[src/rtl/microwave_countdown.sv]
// BCD MM:SS cook-time countdown driven by the 1 Hz divider tick; controls the magnetron and signals end of cook.
// Optional DONE_BEEP_EN: when defined, `done` is held for BEEP_TICKS ticks after reaching 00:00 instead of pulsing for one cycle.
module microwave_countdown #(
    parameter int MAX_MIN_TENS = 9,
    parameter int BEEP_TICKS   = 3
) (
    input  logic       clock,
    input  logic       reset_n,
    input  logic       Hz1,
    input  logic       load,
    input  logic [3:0] ld_min_t,
    input  logic [3:0] ld_min_o,
    input  logic [3:0] ld_sec_t,
    input  logic [3:0] ld_sec_o,
    input  logic       start,
    input  logic       stop,
    input  logic       clear,
    input  logic       door_closed,
    output logic [3:0] min_t,
    output logic [3:0] min_o,
    output logic [3:0] sec_t,
    output logic [3:0] sec_o,
    output logic       magnetron_on,
    output logic       done
);

    typedef enum logic [1:0] {
        S_IDLE    = 2'd0,
        S_READY   = 2'd1,
        S_RUNNING = 2'd2,
        S_DONE    = 2'd3
    } state_t;

    localparam logic [3:0] MIN_T_LIM = 4'(MAX_MIN_TENS);

    // Out-of-range parameters would let digits escape the BCD range.
    if (MAX_MIN_TENS > 9 || MAX_MIN_TENS < 0 || BEEP_TICKS < 1) begin : g_param_check
        $error("microwave_countdown: MAX_MIN_TENS must be 0..9 and BEEP_TICKS >= 1");
    end

    function automatic logic [3:0] sat_digit(input logic [3:0] v, input logic [3:0] lim);
        return (v > lim) ? lim : v;
    endfunction

    state_t     state_q, state_d;
    logic [3:0] min_t_q, min_t_d;
    logic [3:0] min_o_q, min_o_d;
    logic [3:0] sec_t_q, sec_t_d;
    logic [3:0] sec_o_q, sec_o_d;
    logic       magnetron_on_q, magnetron_on_d;
    logic       done_q, done_d;

    logic [3:0] dec_min_t, dec_min_o, dec_sec_t, dec_sec_o;
    logic       borrow_sec_o, borrow_sec_t, borrow_min_o;
    logic       dec_is_zero;

    logic [3:0] sat_min_t, sat_min_o, sat_sec_t, sat_sec_o;
    logic       sat_is_zero;

    logic       enter_done;
    logic       load_accept;

    // Digit-wise BCD decrement with a ripple borrow from seconds-ones upward.
    always_comb begin
        borrow_sec_o = (sec_o_q == 4'd0);
        dec_sec_o    = borrow_sec_o ? 4'd9 : sec_o_q - 4'd1;

        borrow_sec_t = borrow_sec_o && (sec_t_q == 4'd0);
        dec_sec_t    = sec_t_q;
        if (borrow_sec_o) begin
            dec_sec_t = (sec_t_q == 4'd0) ? 4'd5 : sec_t_q - 4'd1;
        end

        borrow_min_o = borrow_sec_t && (min_o_q == 4'd0);
        dec_min_o    = min_o_q;
        if (borrow_sec_t) begin
            dec_min_o = (min_o_q == 4'd0) ? 4'd9 : min_o_q - 4'd1;
        end

        dec_min_t = min_t_q;
        if (borrow_min_o && (min_t_q != 4'd0)) begin
            dec_min_t = min_t_q - 4'd1;
        end

        dec_is_zero = (dec_min_t == 4'd0) && (dec_min_o == 4'd0) &&
                      (dec_sec_t == 4'd0) && (dec_sec_o == 4'd0);
    end

    always_comb begin
        sat_min_t   = sat_digit(ld_min_t, MIN_T_LIM);
        sat_min_o   = sat_digit(ld_min_o, 4'd9);
        sat_sec_t   = sat_digit(ld_sec_t, 4'd5);
        sat_sec_o   = sat_digit(ld_sec_o, 4'd9);
        sat_is_zero = (sat_min_t == 4'd0) && (sat_min_o == 4'd0) &&
                      (sat_sec_t == 4'd0) && (sat_sec_o == 4'd0);
    end

    // One action per cycle, highest priority first: clear, stop, door open, start, load, tick.
    always_comb begin
        state_d     = state_q;
        min_t_d     = min_t_q;
        min_o_d     = min_o_q;
        sec_t_d     = sec_t_q;
        sec_o_d     = sec_o_q;
        enter_done  = 1'b0;
        load_accept = 1'b0;

        if (clear) begin
            state_d = S_IDLE;
            min_t_d = 4'd0;
            min_o_d = 4'd0;
            sec_t_d = 4'd0;
            sec_o_d = 4'd0;
        end else if (stop) begin
            if (state_q == S_RUNNING) begin
                state_d = S_READY;
            end
        end else if (!door_closed && (state_q == S_RUNNING)) begin
            state_d = S_READY;
        end else if (start && door_closed && (state_q == S_READY)) begin
            state_d = S_RUNNING;
        end else if (load && (state_q != S_RUNNING)) begin
            load_accept = 1'b1;
            min_t_d     = sat_min_t;
            min_o_d     = sat_min_o;
            sec_t_d     = sat_sec_t;
            sec_o_d     = sat_sec_o;
            state_d     = sat_is_zero ? S_IDLE : S_READY;
        end else if (Hz1 && (state_q == S_RUNNING)) begin
            min_t_d = dec_min_t;
            min_o_d = dec_min_o;
            sec_t_d = dec_sec_t;
            sec_o_d = dec_sec_o;
            if (dec_is_zero) begin
                state_d    = S_DONE;
                enter_done = 1'b1;
            end
        end

        magnetron_on_d = (state_d == S_RUNNING);
    end

`ifdef DONE_BEEP_EN
    localparam int BEEP_W = (BEEP_TICKS < 2) ? 1 : $clog2(BEEP_TICKS + 1);

    logic [BEEP_W-1:0] beep_cnt_q, beep_cnt_d;

    // done holds through BEEP_TICKS ticks after entry; the tick that enters DONE does not count.
    always_comb begin
        done_d     = done_q;
        beep_cnt_d = beep_cnt_q;
        if (clear || load_accept) begin
            done_d     = 1'b0;
            beep_cnt_d = '0;
        end else if (enter_done) begin
            done_d     = 1'b1;
            beep_cnt_d = BEEP_W'(BEEP_TICKS);
        end else if (Hz1 && done_q) begin
            if (beep_cnt_q <= BEEP_W'(1)) begin
                done_d     = 1'b0;
                beep_cnt_d = '0;
            end else begin
                beep_cnt_d = beep_cnt_q - BEEP_W'(1);
            end
        end
    end

    always_ff @(posedge clock or negedge reset_n) begin
        if (!reset_n) begin
            beep_cnt_q <= '0;
        end else begin
            beep_cnt_q <= beep_cnt_d;
        end
    end
`else
    always_comb begin
        done_d = enter_done;
    end
`endif

    always_ff @(posedge clock or negedge reset_n) begin
        if (!reset_n) begin
            state_q        <= S_IDLE;
            min_t_q        <= 4'd0;
            min_o_q        <= 4'd0;
            sec_t_q        <= 4'd0;
            sec_o_q        <= 4'd0;
            magnetron_on_q <= 1'b0;
            done_q         <= 1'b0;
        end else begin
            state_q        <= state_d;
            min_t_q        <= min_t_d;
            min_o_q        <= min_o_d;
            sec_t_q        <= sec_t_d;
            sec_o_q        <= sec_o_d;
            magnetron_on_q <= magnetron_on_d;
            done_q         <= done_d;
        end
    end

    assign min_t        = min_t_q;
    assign min_o        = min_o_q;
    assign sec_t        = sec_t_q;
    assign sec_o        = sec_o_q;
    assign magnetron_on = magnetron_on_q;
    assign done         = done_q;

endmodule

[config.mk]
export PLATFORM = sky130hd
export DESIGN_NAME = microwave_countdown
export DESIGN_NICKNAME = d
export VERILOG_FILES = /design/src/rtl/microwave_countdown.sv
export SDC_FILE = /design/constraint.sdc
export NUM_CORES = 1
export LEC_CHECK = 0
export CORE_MARGIN = 2
export CORE_UTILIZATION = 35
export DETAILED_ROUTE_END_ITERATION = 6
export PLACE_DENSITY = 0.72
export SLEW_MARGIN = 20
export SYNTH_ARGS = -nofsm -noshare
export SYNTH_HDL_FRONTEND = slang
export SYNTH_SLANG_ARGS = --single-unit
export TNS_END_PERCENT = 50
[constraint.sdc]
create_clock -name clock -period 2.8 [get_ports clock]
set_input_delay 0.56 -clock clock [delete_from_list [all_inputs] [get_ports clock]]
set_output_delay 0.56 -clock clock [all_outputs]
set_load 0.02 [all_outputs]
# ---- Word level (Yosys, flattened, before mapping)
# Index checks and enable logic that the tools add are counted.
dict set report totals {
  reg_bits 20
  inputBits 24
  out_inout_bits 18
  word_cells 101
}
dict set report op_classes {
  n_addsub 4
  order_cmp 4
  n_eq_ne 7
  n_mux 50
  reduce_logical 29
}
# op n
set ops {}
lappend ops {{two-way mux 4 bit} 34}
lappend ops {{logical NOT 4 bit} 11}
lappend ops {{two-way mux 2 bit} 8}
lappend ops {{subtractor 4 x 1 -> 4 bit (second input constant)} 4}
lappend ops {{logical AND 1 bit} 14}
lappend ops {{> comparator 4 bit (second input constant)} 3}
lappend ops {{two-way mux 1 bit} 8}
lappend ops {{!= test 2 bit (second input constant)} 3}
lappend ops {{equality test 2 bit (second input constant)} 2}
lappend ops {{> comparator 4 x 3 -> 1 bit (second input constant)} 1}
lappend ops {{AND reduction 4 bit} 1}
lappend ops {{nonzero test 4 bit} 1}
lappend ops {{nonzero test 3 bit} 1}
lappend ops {{equality test 2 x 1 -> 1 bit (second input constant)} 1}
lappend ops {{!= test 2 x 1 -> 1 bit (second input constant)} 1}
lappend ops {{logical NOT 1 bit} 1}

# ---- Depth between registers and ports, before layout
dict set report depth {
  word_depth 17
  depth_mapped 8
  depth_no_buf 7
}

# ---- Least setup slack after synthesis
# Ideal clock, no wire load.
dict set report synth_timing {
  kind {register to register}
  from {register sec_o_q[0], in the netlist sec_o[0]}
  to {register state_q[0]}
  setup_time_ns 0.087
  arrival_ns 2.375
  required_ns 2.713
  setup_slack_ns 0.338
  path_stages_with_launch 8
  path_buffers 1
  synth_period_minus_slack_ns 2.462
  path_cell_list {dfrtp_1 buf_6 or4_4 nor3_4 and3_4 mux2i_1 or4_1 a22oi_1}
}
dict set report synth_between {
  elab_chain_cells 16
  elab_cells_between_ends 23
  classes_between {add/sub (1); mux (11); reduce/logical (11)}
}
# item line
set synth_rtl {}
lappend synth_rtl {{start: declaration} 49} ;# logic [3:0] sec_o_q, sec_o_d;
lappend synth_rtl {{start signal: assignment} 195} ;# sec_o_q <= sec_o_d;
lappend synth_rtl {{logical NOT 4 bit} 65} ;# borrow_sec_o = (sec_o_q == 4'd0);
lappend synth_rtl {{logical AND 1 bit} 68} ;# borrow_sec_t = borrow_sec_o && (sec_t_q == 4'd0);
lappend synth_rtl {{logical AND 1 bit} 74} ;# borrow_min_o = borrow_sec_t && (min_o_q == 4'd0);
lappend synth_rtl {{logical AND 1 bit} 81} ;# if (borrow_min_o && (min_t_q != 4'd0)) begin
lappend synth_rtl {{two-way mux 4 bit} 81}
lappend synth_rtl {{logical NOT 4 bit} 85} ;# dec_is_zero = (dec_min_t == 4'd0) && (dec_min_o == 4'd0) &&
lappend synth_rtl {{logical AND 1 bit (2 in series)} 85}
lappend synth_rtl {{logical AND 1 bit (*)} 86} ;# (dec_sec_t == 4'd0) && (dec_sec_o == 4'd0);
lappend synth_rtl {{two-way mux 2 bit (*)} 134} ;# if (dec_is_zero) begin
lappend synth_rtl {{two-way mux 2 bit (*)} 129} ;# end else if (Hz1 && (state_q == S_RUNNING)) begin
lappend synth_rtl {{two-way mux 2 bit (*)} 122} ;# end else if (load && (state_q != S_RUNNING)) begin
lappend synth_rtl {{two-way mux 2 bit (*)} 120} ;# end else if (start && door_closed && (state_q == S_READY)) begin
lappend synth_rtl {{two-way mux 2 bit (*)} 118} ;# end else if (!door_closed && (state_q == S_RUNNING)) begin
lappend synth_rtl {{two-way mux 2 bit (*)} 114} ;# end else if (stop) begin
lappend synth_rtl {{two-way mux 2 bit (*)} 108} ;# if (clear) begin
lappend synth_rtl {{via state_d[0]} 45} ;# state_t state_q, state_d;
lappend synth_rtl {{end signal: assignment} 191} ;# state_q <= state_d;
lappend synth_rtl {{end: declaration} 45}
# Mark *: on every way through the listed nets, which the timed path passes. The rest lies on a longest branch.
# A chain may end at the register's enable or synchronous reset.

# ---- Worst setup path in the final report
# Same ends and word-level chain as after synthesis.

==> out/metrics.yaml <==
worst_hold_path:
  worstHoldEndpoint: "sec_t[3]"
  min_from: "sec_t[3]"
  hp-class: "reg -> reg"
  timing.hold.worst_path_depth: 2
logic_synthesis:
  yosysSeqAreaShare_pct: 34.3
  post_synth_top_cells: "sky130_fd_sc_hd__nor2_1, sky130_fd_sc_hd__o21ai_0, sky130_fd_sc_hd__dfrtp_1, sky130_fd_sc_hd__nand2_1, sky130_fd_sc_hd__a21oi_1"
  netlist_instances: 191
  post_synth_num_cell_types: 43
  yosys.cell_count.top_type: "sky130_fd_sc_hd__nor2_1"
  synth.yosys.warnings: 0
  synth.ff_latch_count: 20
  post_synth.cell_area_avg_sq_um: 7.64
  syn_area_sq_mm: 0.00146
  post-synth-top-area-fraction_pct: 34.3
  synth-async-reset-ratio_pct: 100
  count_of_flip_flops_with_a_built_in_enable_after_synthesis: 0
  netlist.top_cell.by_area: "sky130_fd_sc_hd__dfrtp_1"
  number_of_nets_produced_by_synthesis: 216
  primary_flip_flop_cell_chosen_by_synthesis_mapping: "sky130_fd_sc_hd__dfrtp_1"
  post_synth_main_area_contributors: "sky130_fd_sc_hd__dfrtp_1, sky130_fd_sc_hd__o21ai_0, sky130_fd_sc_hd__nor2_1, sky130_fd_sc_hd__nand2_1, sky130_fd_sc_hd__a21oi_1"
timing:
  total_negative_setup_slacks_ps: 0
  slew-limit-headroom_pct: 58.8
  clock_skew_ps: 1.59
  worst_pin_slew_ps: 613
  final_period_minus_worst_setup_slack_ps: 2510
  peak_clock_frequency_supported_by_timing_ghz: 0.398
  setup_violation_total_in_the_final_timing_report: 0
  grt_setup_unrepaired: "no"
  period_share_pct: 89.8
  number_of_pins_exceeding_their_max_slew_limit_in_the_final_report: 0
  report.final.hold_viol_count: 0
route:
  drcViolationCount: 0
  detail_route.vias_per_cell: 5.72
  wl_per_cell_um: 14.9
  drt_wl_total_mm: 4.18
  dr.pass1.iters: 4
  post_route_antenna_net_violation_count: 0
  num_vias: 1601
  detailedRoute.firstIterationViolations: 133
critical_path:
  setup.reg_to_reg.worst_slack_ps: 290
  arrival_ps: 2680
  timing.rr.start: "sec_o[0]"
  end_kind: "flop"
  critPathMaxFanout: 9
  critical_path.reg2reg.endpoint: "state_q[0]"
  worstSetupPathType: "reg -> reg"
  reg2regPathDepth: 6
  timing.critical_path.from_type: "flop"
  timing.critical_path.required_ps: 2970
final_layout:
  utilization_after_layout_pct: 49.0
  flow.area_growth_from_synthesis_pct: 34.1
  final_design_area_no_fill_sq_mm: 0.00196
  antennaDiodeCount: 0
  final_layout_size_suffix_gt1_share_pct: 6.52
  num-nets-final: 257
grt:
  maximum_number_of_pins_on_one_net_before_global_route_repair: 21
  grt_pass1_wl_mm: 6.87
  grt_overflow_total: 0
  grt_pass1_vias: 1432
  track_usage_pct: 19.1
  antenna_violations_before_repair: 0
clock_network:
  ctsResizeCount: 0
  htree_num_levels: 1
  cts_tree: "built"
  cts_buffer_depth: 2
  cts.root.buffer_cell: "sky130_fd_sc_hd__clkbuf_8"
  postCtsHoldBufs: 0
  cts_made_buffers: 3
  worstSkewPairLatency_ps: 250
  postCtsSetupBuffers: 0
  clkTransAtPathRegs_ps: 70
  clock_sink_count: 20
placed_design:
  postPlaceCellArea_sq_mm: 0.00192
  gp_congestion: 0.907
  buffers_on_ports: 41
  hpwl_mm: 3.17
floorplanning:
  ios: 42
  die_x_um: 68.6
  die_area_sq_mm: 0.00470
  die_height_um: 68.6
  core_region_area_sq_mm: 0.00400
  fp-row-count: 23
  initial_standard_cell_utilization_of_the_core_pct: 36.5
power:
  power_per_cell_area_mw_per_mm2: 413
  power.ir.vdd_worst_mv: 0.213
  p_leak_uw: 0.000764
status:
  status: "completed"
flow_run:
  max_cap_viol_count: 0
## registers in the layout, summed over array words and instances, names as in the netlist
signal / count
min_o: 4
min_t: 4
sec_o: 4
sec_t: 4
state_q: 2
done: 1
magnetron_on: 1
## layout make-up
class | instances | area, sq um
clock buffer | 3 | 41.3
fill | 404 | 2040
inverter | 9 | 33.8
multi-input combinational | 152 | 872
sequential | 20 | 500
tap | 50 | 62.6
timing repair buffer | 46 | 448
## power by group
group / internal [uW] / total (uW) / switching [uW]
sequential: 306 / 335 / 29.0
combinational: 132 / 288 / 156
clock: 95.6 / 187 / 91.3
## critical path: stages (launching register included)
cell                      delay (ps)
sky130_fd_sc_hd__dfrtp_1         470
sky130_fd_sc_hd__or4_4           610
sky130_fd_sc_hd__nor3_4          230
sky130_fd_sc_hd__and3_4          250
sky130_fd_sc_hd__mux2i_1         100
sky130_fd_sc_hd__or4_1           560
sky130_fd_sc_hd__a22oi_1         200
## worst max-delay path by stage
stage	start	endpoint	slack, ps	cells after the start
after global placement	sec_o[0]	state_q[0]	410	6
final	sec_o[0]	state_q[0]	290	6
after detailed placement	sec_o[0]	state_q[0]	310	6
after CTS	sec_o[0]	state_q[0]	280	6
after floorplan	sec_o[0]	state_q[0]	340	7
after global routing	sec_o[0]	done	100	6
## per-stage QoR
stage               worst slack [ps]  hold WS, ps  power, uW  std cells
global route                     102          604        860        280
global placement                 410          555        623        277
CTS                              282          565        816        280
floorplan                        338          264        513        191
finish                           287          563        809        280
detailed placement               308          554        626        277
## cell families after synthesis
logic type               Yosys count  synth area share (%)
AND/OR/NAND/NOR                   89                  31.2
AO/OA/AOI/OAI                     58                  24.9
flip-flops                        20                  34.3
buffers and inverters             19                  6.00
multiplexers                       3                  2.23
XOR/XNOR                           1                 0.600
adder cells (fa/ha/maj)            1                 0.857
## placed cells by master (no fill, tap or decap), types with 5 or more instances in the layout
cell type                          n
sky130_fd_sc_hd__clkdlybuf4s50_1  41
sky130_fd_sc_hd__buf_4             5
sky130_fd_sc_hd__nor3_1           10
sky130_fd_sc_hd__a21oi_1          14
sky130_fd_sc_hd__nand3_1           9
sky130_fd_sc_hd__nor4_1            7
sky130_fd_sc_hd__nand2_1          20
sky130_fd_sc_hd__inv_1             9
sky130_fd_sc_hd__dfrtp_1          20
sky130_fd_sc_hd__o21ai_0          21
sky130_fd_sc_hd__nor2_1           24
## routing by layer
metal	share of wire, %	up-vias	GRT usage [%]	wire length [um]
met5	0	-	0	0
li1	-	792	-	-
met2	47	54	28.8	1950
met4	0	0	4.25	0
met1	47	755	28.7	1960
met3	6.5	0	2.60	271
No activity file was read; power rests on OpenSTA's default activity.
